### src/rtl/knn_topk_vote.sv
// knn_topk_vote
//   Keeps the K smallest (distance, label) pairs of one test image in a sorted
//   register file. After the last pair it runs a majority vote over the kept
//   labels and reports the predicted digit. Block-level ap_start/ap_done/ap_idle
//   handshake.
//
// Ports
//   ap_clk, ap_rst      clock, synchronous active-high reset
//   ap_start            start one classification (sampled only in IDLE)
//   ap_idle             high while idle
//   ap_done             one-cycle pulse when predicted_label/min_dist are valid
//   in_valid/in_ready   pair handshake, transfer = in_valid & in_ready
//   in_dist, in_label   distance to one training image and its label
//   in_last             marks the final pair of the test image
//   predicted_label     voted label, held until the next result
//   min_dist            nearest distance, held with predicted_label
//
// state   | meaning
// IDLE    | waiting for ap_start, result outputs held
// COLLECT | accepting pairs, one sorted insert per transfer
// VOTE    | one class index per cycle, NUM_CLASSES cycles
// DONE    | ap_done pulse, result registered on entry
module knn_topk_vote #(
   parameter int K           = 3,
   parameter int DIST_W      = 32,
   parameter int LABEL_W     = 4,
   parameter int NUM_CLASSES = 10
) (
   input  logic               ap_clk,
   input  logic               ap_rst,
   input  logic               ap_start,
   output logic               ap_idle,
   output logic               ap_done,
   input  logic               in_valid,
   output logic               in_ready,
   input  logic [DIST_W-1:0]  in_dist,
   input  logic [LABEL_W-1:0] in_label,
   input  logic               in_last,
   output logic [LABEL_W-1:0] predicted_label,
   output logic [DIST_W-1:0]  min_dist
);

   localparam int CNT_W  = $clog2(K + 1);
   localparam int RANK_W = $clog2(K + 1);

   typedef enum logic [1:0] {
      IDLE    = 2'd0,
      COLLECT = 2'd1,
      VOTE    = 2'd2,
      DONE    = 2'd3
   } state_t;

   state_t state;

   logic [DIST_W-1:0]  dist_q  [K];
   logic [LABEL_W-1:0] label_q [K];
   logic [K-1:0]       valid_q;

   logic [LABEL_W-1:0] vote_c;
   logic [CNT_W-1:0]   best_count;
   logic [RANK_W-1:0]  best_rank;
   logic [LABEL_W-1:0] best_class;

   // Insert position: first slot that is empty or holds a strictly larger
   // distance. Slots after it shift down; equal distances keep arrival order.
   logic [K-1:0] take;
   logic [K-1:0] shift;
   logic         hit_seen;
   logic         hit;

   always_comb begin
      take     = '0;
      shift    = '0;
      hit_seen = 1'b0;
      hit      = 1'b0;
      for (int i = 0; i < K; i++) begin
         hit      = !valid_q[i] || (in_dist < dist_q[i]);
         take[i]  = hit && !hit_seen;
         shift[i] = hit_seen;
         hit_seen = hit_seen || hit;
      end
   end

   // Vote for the current class: occurrence count and nearest slot holding it.
   logic [CNT_W-1:0]  cur_count;
   logic [RANK_W-1:0] cur_rank;
   logic              cur_better;

   always_comb begin
      cur_count = '0;
      cur_rank  = RANK_W'(K);
      for (int i = K - 1; i >= 0; i--) begin
         if (valid_q[i] && (label_q[i] == vote_c)) begin
            cur_count = cur_count + CNT_W'(1);
            cur_rank  = RANK_W'(i);
         end
      end
      cur_better = (cur_count > best_count) ||
                   ((cur_count == best_count) && (cur_count != '0) &&
                    (cur_rank < best_rank));
   end

   wire xfer = in_valid && in_ready;

   always_ff @(posedge ap_clk) begin
      if (ap_rst) begin
         state           <= IDLE;
         ap_idle         <= 1'b1;
         ap_done         <= 1'b0;
         in_ready        <= 1'b0;
         predicted_label <= '0;
         min_dist        <= '1;
         valid_q         <= '0;
         for (int i = 0; i < K; i++) begin
            dist_q[i]  <= '1;
            label_q[i] <= '0;
         end
         vote_c     <= '0;
         best_count <= '0;
         best_rank  <= RANK_W'(K);
         best_class <= '0;
      end else begin
         case (state)
            IDLE: begin
               if (ap_start) begin
                  valid_q  <= '0;
                  state    <= COLLECT;
                  ap_idle  <= 1'b0;
                  in_ready <= 1'b1;
               end
            end

            COLLECT: begin
               if (xfer) begin
                  for (int i = 1; i < K; i++) begin
                     if (shift[i]) begin
                        dist_q[i]  <= dist_q[i-1];
                        label_q[i] <= label_q[i-1];
                        valid_q[i] <= valid_q[i-1];
                     end
                  end
                  for (int i = 0; i < K; i++) begin
                     if (take[i]) begin
                        dist_q[i]  <= in_dist;
                        label_q[i] <= in_label;
                        valid_q[i] <= 1'b1;
                     end
                  end
                  if (in_last) begin
                     state      <= VOTE;
                     in_ready   <= 1'b0;
                     vote_c     <= '0;
                     best_count <= '0;
                     best_rank  <= RANK_W'(K);
                     best_class <= '0;
                  end
               end
            end

            VOTE: begin
               if (cur_better) begin
                  best_count <= cur_count;
                  best_rank  <= cur_rank;
                  best_class <= vote_c;
               end
               if (vote_c == LABEL_W'(NUM_CLASSES - 1)) begin
                  // Last class: fold its vote straight into the result.
                  predicted_label <= cur_better ? vote_c : best_class;
                  min_dist        <= dist_q[0];
                  ap_done         <= 1'b1;
                  state           <= DONE;
               end else begin
                  vote_c <= vote_c + LABEL_W'(1);
               end
            end

            DONE: begin
               ap_done <= 1'b0;
               ap_idle <= 1'b1;
               state   <= IDLE;
            end

            default: begin
               state    <= IDLE;
               ap_idle  <= 1'b1;
               ap_done  <= 1'b0;
               in_ready <= 1'b0;
            end
         endcase
      end
   end

endmodule
### config.mk
export PLATFORM = sky130hd
export DESIGN_NAME = knn_topk_vote
export DESIGN_NICKNAME = d
export VERILOG_FILES = /design/src/rtl/knn_topk_vote.sv
export SDC_FILE = /design/constraint.sdc
export NUM_CORES = 1
export LEC_CHECK = 0
export CAP_MARGIN = 10
export CORE_MARGIN = 5
export CORE_UTILIZATION = 47
export CTS_CLUSTER_DIAMETER = 30
export DETAILED_ROUTE_END_ITERATION = 10
export PLACE_DENSITY_LB_ADDON = 0.05
export SLEW_MARGIN = 30
export SYNTH_ARGS = -nofsm -noshare
export SYNTH_HDL_FRONTEND = slang
export SYNTH_SLANG_ARGS = --single-unit
### constraint.sdc
create_clock -name ap_clk -period 3.6 [get_ports ap_clk]
set_clock_uncertainty 0.15 [all_clocks]
set_input_delay 0.54 -clock ap_clk [delete_from_list [all_inputs] [get_ports ap_clk]]
set_output_delay 0.54 -clock ap_clk [all_outputs]
set_load 0.01 [all_outputs]
Word-level counts from Yosys, hierarchy flattened
Memory sizes are Yosys's and may differ from the RTL's.
Cells that the tools add are included.
{"block": "classes", "add_sub_neg": 3, "n_lt_le_gt_ge": 5, "eq_ne": 17, "muxes": 73, "bitwise_logic": 10, "reduce_logical": 35}
{"cell": "32-bit 2-to-1 mux", "n": 5}
{"cell": "32-bit less-than comparator", "n": 3}
{"cell": "4-bit 2-to-1 mux", "n": 9}
{"cell": "1-bit 2-to-1 mux", "n": 34}
{"cell": "2-bit 2-to-1 mux", "n": 14}
{"cell": "4-bit AND reduction", "n": 7}
{"cell": "4-bit one-hot mux with 2 select lines", "n": 2}
{"cell": "2-bit != test (second input constant)", "n": 7}
{"cell": "4-bit == test", "n": 3}
{"cell": "1-bit bitwise OR", "n": 10}
{"cell": "2-bit nonzero test", "n": 5}
{"cell": "1-bit logical AND", "n": 8}
{"cell": "2-bit one-hot mux with 2 select lines", "n": 2}
{"cell": "2-bit one-hot mux with 4 select lines", "n": 1}
{"cell": "3-bit 2-to-1 mux", "n": 2}
{"cell": "3-bit != test (second input constant)", "n": 2}
{"cell": "1-bit one-hot mux with 2 select lines", "n": 3}
{"cell": "3-bit one-hot mux with 2 select lines", "n": 1}
{"cell": "2-bit AND reduction", "n": 3}
{"cell": "1-bit logical NOT", "n": 5}
{"cell": "1-bit logical OR", "n": 5}
{"cell": "2-bit by 1-bit adder with 2-bit output (second input constant)", "n": 2}
{"cell": "4-bit by 1-bit adder with 4-bit output (second input constant)", "n": 1}
{"cell": "2-bit == test (second input constant)", "n": 2}
{"cell": "7 further kinds", "n": 7}
{"block": "totals", "ff_bits": 56, "mem_bits_rw": 108, "elab_cells": 158, "memories": 2}
{"memory": "dist_q", "words": 3, "word_bits": 32, "read_ports": 3, "rd_ports_with_merged_regs": 0, "write_ports": 3, "line_no": "55", "rtl": "logic [DIST_W-1:0] dist_q [K];"}
{"memory": "label_q", "words": 3, "word_bits": 4, "read_ports": 3, "rd_ports_with_merged_regs": 0, "write_ports": 3, "line_no": "56", "rtl": "logic [LABEL_W-1:0] label_q [K];"}

Longest topological paths before layout
An unclocked memory read counts as a cell.
{"block": "logic_depth", "word_depth": 14, "mapped_depth": 16, "mapped_depth_nobuf": 15}

Worst setup path before layout
Ideal clock, no wire load.
{"block": "synth_timing", "path_kind": "register to register", "start": "register vote_c[2]", "end": "register best_rank[0]", "arrival_time_ps": 3168, "t_required_ps": 3327, "slack_ps": 159, "path_stages_with_launch": 16, "path_buffers": 1, "cell_sequence": "dfxtp_1 buf_2 xor2_1 nor4_1 inv_1 ha_1 xnor2_1 ha_1 nand2b_1 a21oi_1 nor2_1 o311a_1 a31oi_4 mux2i_1 a21oi_1 or2_2"}
{"block": "synth_via", "elab_chain_cells": 13, "elab_cells_between_ends": 25, "classes_between": "add/sub: 2; order compare: 2; eq/ne: 5; mux: 8; reduce/logical: 8"}
{"element": "from (decl)", "line_no": "59", "rtl": "logic [LABEL_W-1:0] vote_c;"}
{"element": "from (signal assigned)", "line_no": "173", "rtl": "vote_c <= vote_c + LABEL_W'(1);"}
{"element": "4-bit == test", "line_no": "93", "rtl": "if (valid_q[i] && (label_q[i] == vote_c)) begin"}
{"element": "1-bit logical AND", "line_no": "93"}
{"element": "1-bit 2-to-1 mux", "line_no": "93"}
{"element": "2-bit by 1-bit adder with 2-bit output", "line_no": "94", "rtl": "cur_count = cur_count + CNT_W'(1);"}
{"element": "2-bit 2-to-1 mux", "line_no": "93"}
{"element": "2-bit by 1-bit adder with 2-bit output", "line_no": "94"}
{"element": "2-bit 2-to-1 mux", "line_no": "93"}
{"element": "2-bit == test / 2-bit nonzero test (equally long branches)", "line_no": "99", "rtl": "((cur_count == best_count) && (cur_count != '0) &&"}
{"element": "1-bit logical AND (2 in a row)", "line_no": "99"}
{"element": "1-bit logical OR", "line_no": "98", "rtl": "cur_better = (cur_count > best_count) ||"}
{"element": "2-bit != test (no line)"}
{"element": "4-bit AND reduction (no line)"}
{"element": "to (signal assigned)", "line_no": "120", "rtl": "best_rank <= RANK_W'(K);"}
{"element": "to (signal assigned)", "line_no": "154", "rtl": "best_rank <= RANK_W'(K);"}
{"element": "to (signal assigned)", "line_no": "163", "rtl": "best_rank <= cur_rank;"}
{"element": "to (decl)", "line_no": "61", "rtl": "logic [RANK_W-1:0] best_rank;"}
Parallel ways exist; a longest one is shown, timed or not. The select of a mux whose other input is x is not followed.
A chain may end at the register's enable or synchronous reset.

==> reports/qor.txt <==
Final HPWL DP: 17200 µm
Core Area: 19600 µm²
Area share of the largest cell type after synthesis: 0.344
CTS Root Cell: clkbuf_16
TritonCTS Buffers: 17
R2R Path Start: label_q[1][2]$_SDFFCE_PP0P_
Number of global-route vias before repair: 7412
Die Y: 152 µm
1st-iter DRT viols: 315
Hold WS: 0.313 ns
DP Cell Count: 1275
Final WL: 23700 µm
Post-Syn Area: 9410 µm²
Fin. Hold Viols: 0
CTS tree: yes
Count leader, synth: edfxtp_1
Worst r2r path cells: 15
CP Launch Point: in_dist[1]
Top cells by count, synth: 108 x edfxtp_1, 105 x ha_1, 103 x inv_1, 66 x nand2_1, 61 x nor2_1
Static Leak: 0.00563 µW
Post-Layout Cell Count: 1309
Most used cell, CP: buf_4
CTS Hold Buffers Added: 0
Clock slew at reported path FFs: 0.06 ns
Worst path arrival time: 3.50 ns
Port buffer count: 79
Die width: 152 µm
Worst setup SP type: input port
DR vias: 7027
GRT Util Overall: 0.213
Syn Inst Count: 881
EDFF count, synth: 108
Worst stage delay on the critical path: 0.53 ns
Worst Path Required: 3.63 ns
H-tree depth: 4
Distinct cell type count after synthesis: 67
Post-layout net count: 1177
Maximum capacitance violations: 0
Critical Setup Path Class: input port to register
Worst Hold Launch: min_dist[16]$_SDFFE_PP1P_
Leading area contributor after synthesis: edfxtp_1
FP Rows: 51
Clk sinks: 164
DR pass1 iterations: 5
GPL Wtd Cong: 0.861
Vias/cell: 5.37
Share of layout cells above drive strength 1: 0.139
Primary FF master, synth: edfxtp_1
Flop-to-flop setup slack: 0.17 ns
Filler instances: 1700
Syn Nets: 1027
Synth async-reset ratio: 0
Worst-path cell chain: clkdlybuf4s50_1 > ha_1 > a2111o_1 > a311oi_1 > buf_4 > o21ai_1 > a21oi_4 > nand3b_1 > buf_4 > buf_12 > mux2i_1 > nand2_1
First-pass GRT wire length: 38200 µm
Worst slew pin tran: 0.652 ns
Worst hold-check path type: register to register
Antenna violations before repair: 0
Max VDD drop: 0.361 mV
Diode count: 0
Crit Reg-Reg Endpoint: best_class[3]$_SDFFE_PP0P_
Fmax: 0.288 GHz
Synth area leaders: edfxtp_1 34%, ha_1 14%, dfxtp_1 12%
Crit-path max FO: 17
Pin count of the biggest net entering global routing: 55
Synthesis Warnings: 0
P per Cell Area: 401 nW/µm²
Seq cells post-synth: 164
Die area: 23000 µm²
Max-Slew Margin vs Limit: 0.564
Clock Latency Late Sink: 0.43 ns
I/O pins: 80
# setup viols final: 0
Layout Area Growth over Synthesis: 25.1%
Clock tree buffer depth: 2
CP endpoint kind: register
DRC errors left: 0
Avg WL per Cell: 18.1 µm
GRT overflow: 0
Crit share post-route: 0.965
Routed Antenna Nets: 0
Sequential-to-total area share from yosys stat: 0.464
Syn Area/Cell: 10.7 µm²
Outcome: complete, no violations
Hold Crit Endpoint: min_dist[16]$_SDFFE_PP1P_
Max Slew Vio Count: 0
Hold depth: 1
Starting Density: 0.481
Final Critical Period: 3.47 ns
Slowest-stage cell, CP: a311oi_1
## state kept, by name, indices dropped and copies added (netlist names)
name	cells
in_ready	1
state	2
min_dist	32
ap_idle	1
best_count	2
best_rank	2
valid_q	3
vote_c	4
dist_q	96
predicted_label	4
label_q	12
ap_done	1
best_class	4
## logic make-up after synthesis
| logic type | count (synthesis) | share of synthesized area |
|---|---|---|
| AND/OR/NAND/NOR | 228 | 0.121 |
| XOR/XNOR | 15 | 0.0140 |
| AO/OA/AOI/OAI | 188 | 0.152 |
| buffers and inverters | 140 | 0.0663 |
| adder cells (fa/ha/maj) | 105 | 0.140 |
| flip-flops | 164 | 0.464 |
| multiplexers | 41 | 0.0437 |
## power breakdown
| part | internal, µW | switching [µW] |
|---|---|---|
| registers | 2070 | 40.6 |
| logic | 291 | 404 |
| clock network | 1120 | 802 |
## metrics by stage
step	worst slack [ns]	instance area [µm²]	setup TNS, ns	utilization	total power, µW
finish	0.128	11800	0	0.601	4720
global placement	-0.264	11100	-42.59	0.566	2820
floorplan	0.159	9410	0	-	2530
CTS	0.0162	11700	0	0.597	4760
global route	-0.00883	11800	-0.00883	0.601	4920
detailed placement	-0.277	11100	-43.40	0.566	2840
## cell type report
| type | count | area [µm²] | area share |
|---|---|---|---|
| flip-flops and latches | 164 | 4360 | 0.371 |
| clock buffers | 18 | 439 | 0.0373 |
| well taps | 265 | 332 | 0.0282 |
| inverters | 104 | 390 | 0.0332 |
| repair buffers | 167 | 1600 | 0.136 |
| multi-input cells | 577 | 4470 | 0.380 |
| clock inverters | 14 | 174 | 0.0148 |
## cell usage in the layout (no fill, tap or decap), drive strengths merged, types with 33 or more instances in the layout
cell type	n
inv	108
clkdlybuf4s50	78
a21oi	48
edfxtp	108
buf	88
nand2	67
dfxtp	56
a211o	33
nor2	62
nand2b	42
mux2i	40
ha	105
## worst max-delay path by stage
stage | slack (ns) | cells after the start | to
3_5_place_dp | -0.28 | 11 | dist_q[1][5]$_SDFFCE_PP1P_
6_report | 0.13 | 12 | dist_q[1][17]$_SDFFCE_PP1P_
3_3_place_gp | -0.26 | 10 | dist_q[2][6]$_DFFE_PP_
2_1_floorplan | 0.16 | 15 | best_rank[0]$_SDFFE_PP1P_
4_1_cts | 0.02 | 15 | best_rank[0]$_SDFFE_PP1P_
5_1_grt | -0.009 | 15 | best_rank[0]$_SDFFE_PP1P_
## repair_timing
| item | 4_1_cts | 5_1_grt |
|---|---|---|
| resized for setup | 1 | 6 |
| cloned | 0 | 1 |
| endpoints found under the setup margin | 6 | 15 |
| pin swaps | 0 | 2 |
| setup buffers | 0 | 1 |
## critical path, delay by kind of cell
kind / cells / cell delay [ns]
buf+inv: 4 / 1.07
simple gates: 2 / 0.17
compound gates: 4 / 1.23
mux: 1 / 0.16
fa+ha+maj: 1 / 0.33
## per-layer routing
metal / vias to the layer above / global-route usage / wire length [µm]
met4: 0 / 0.0638 / 495
met5: - / 0 / 0
met3: 29 / 0.0446 / 1160
li1: 3465 / - / -
met2: 165 / 0.352 / 11200
met1: 3368 / 0.284 / 10800
(Power assumes the default switching activity.)
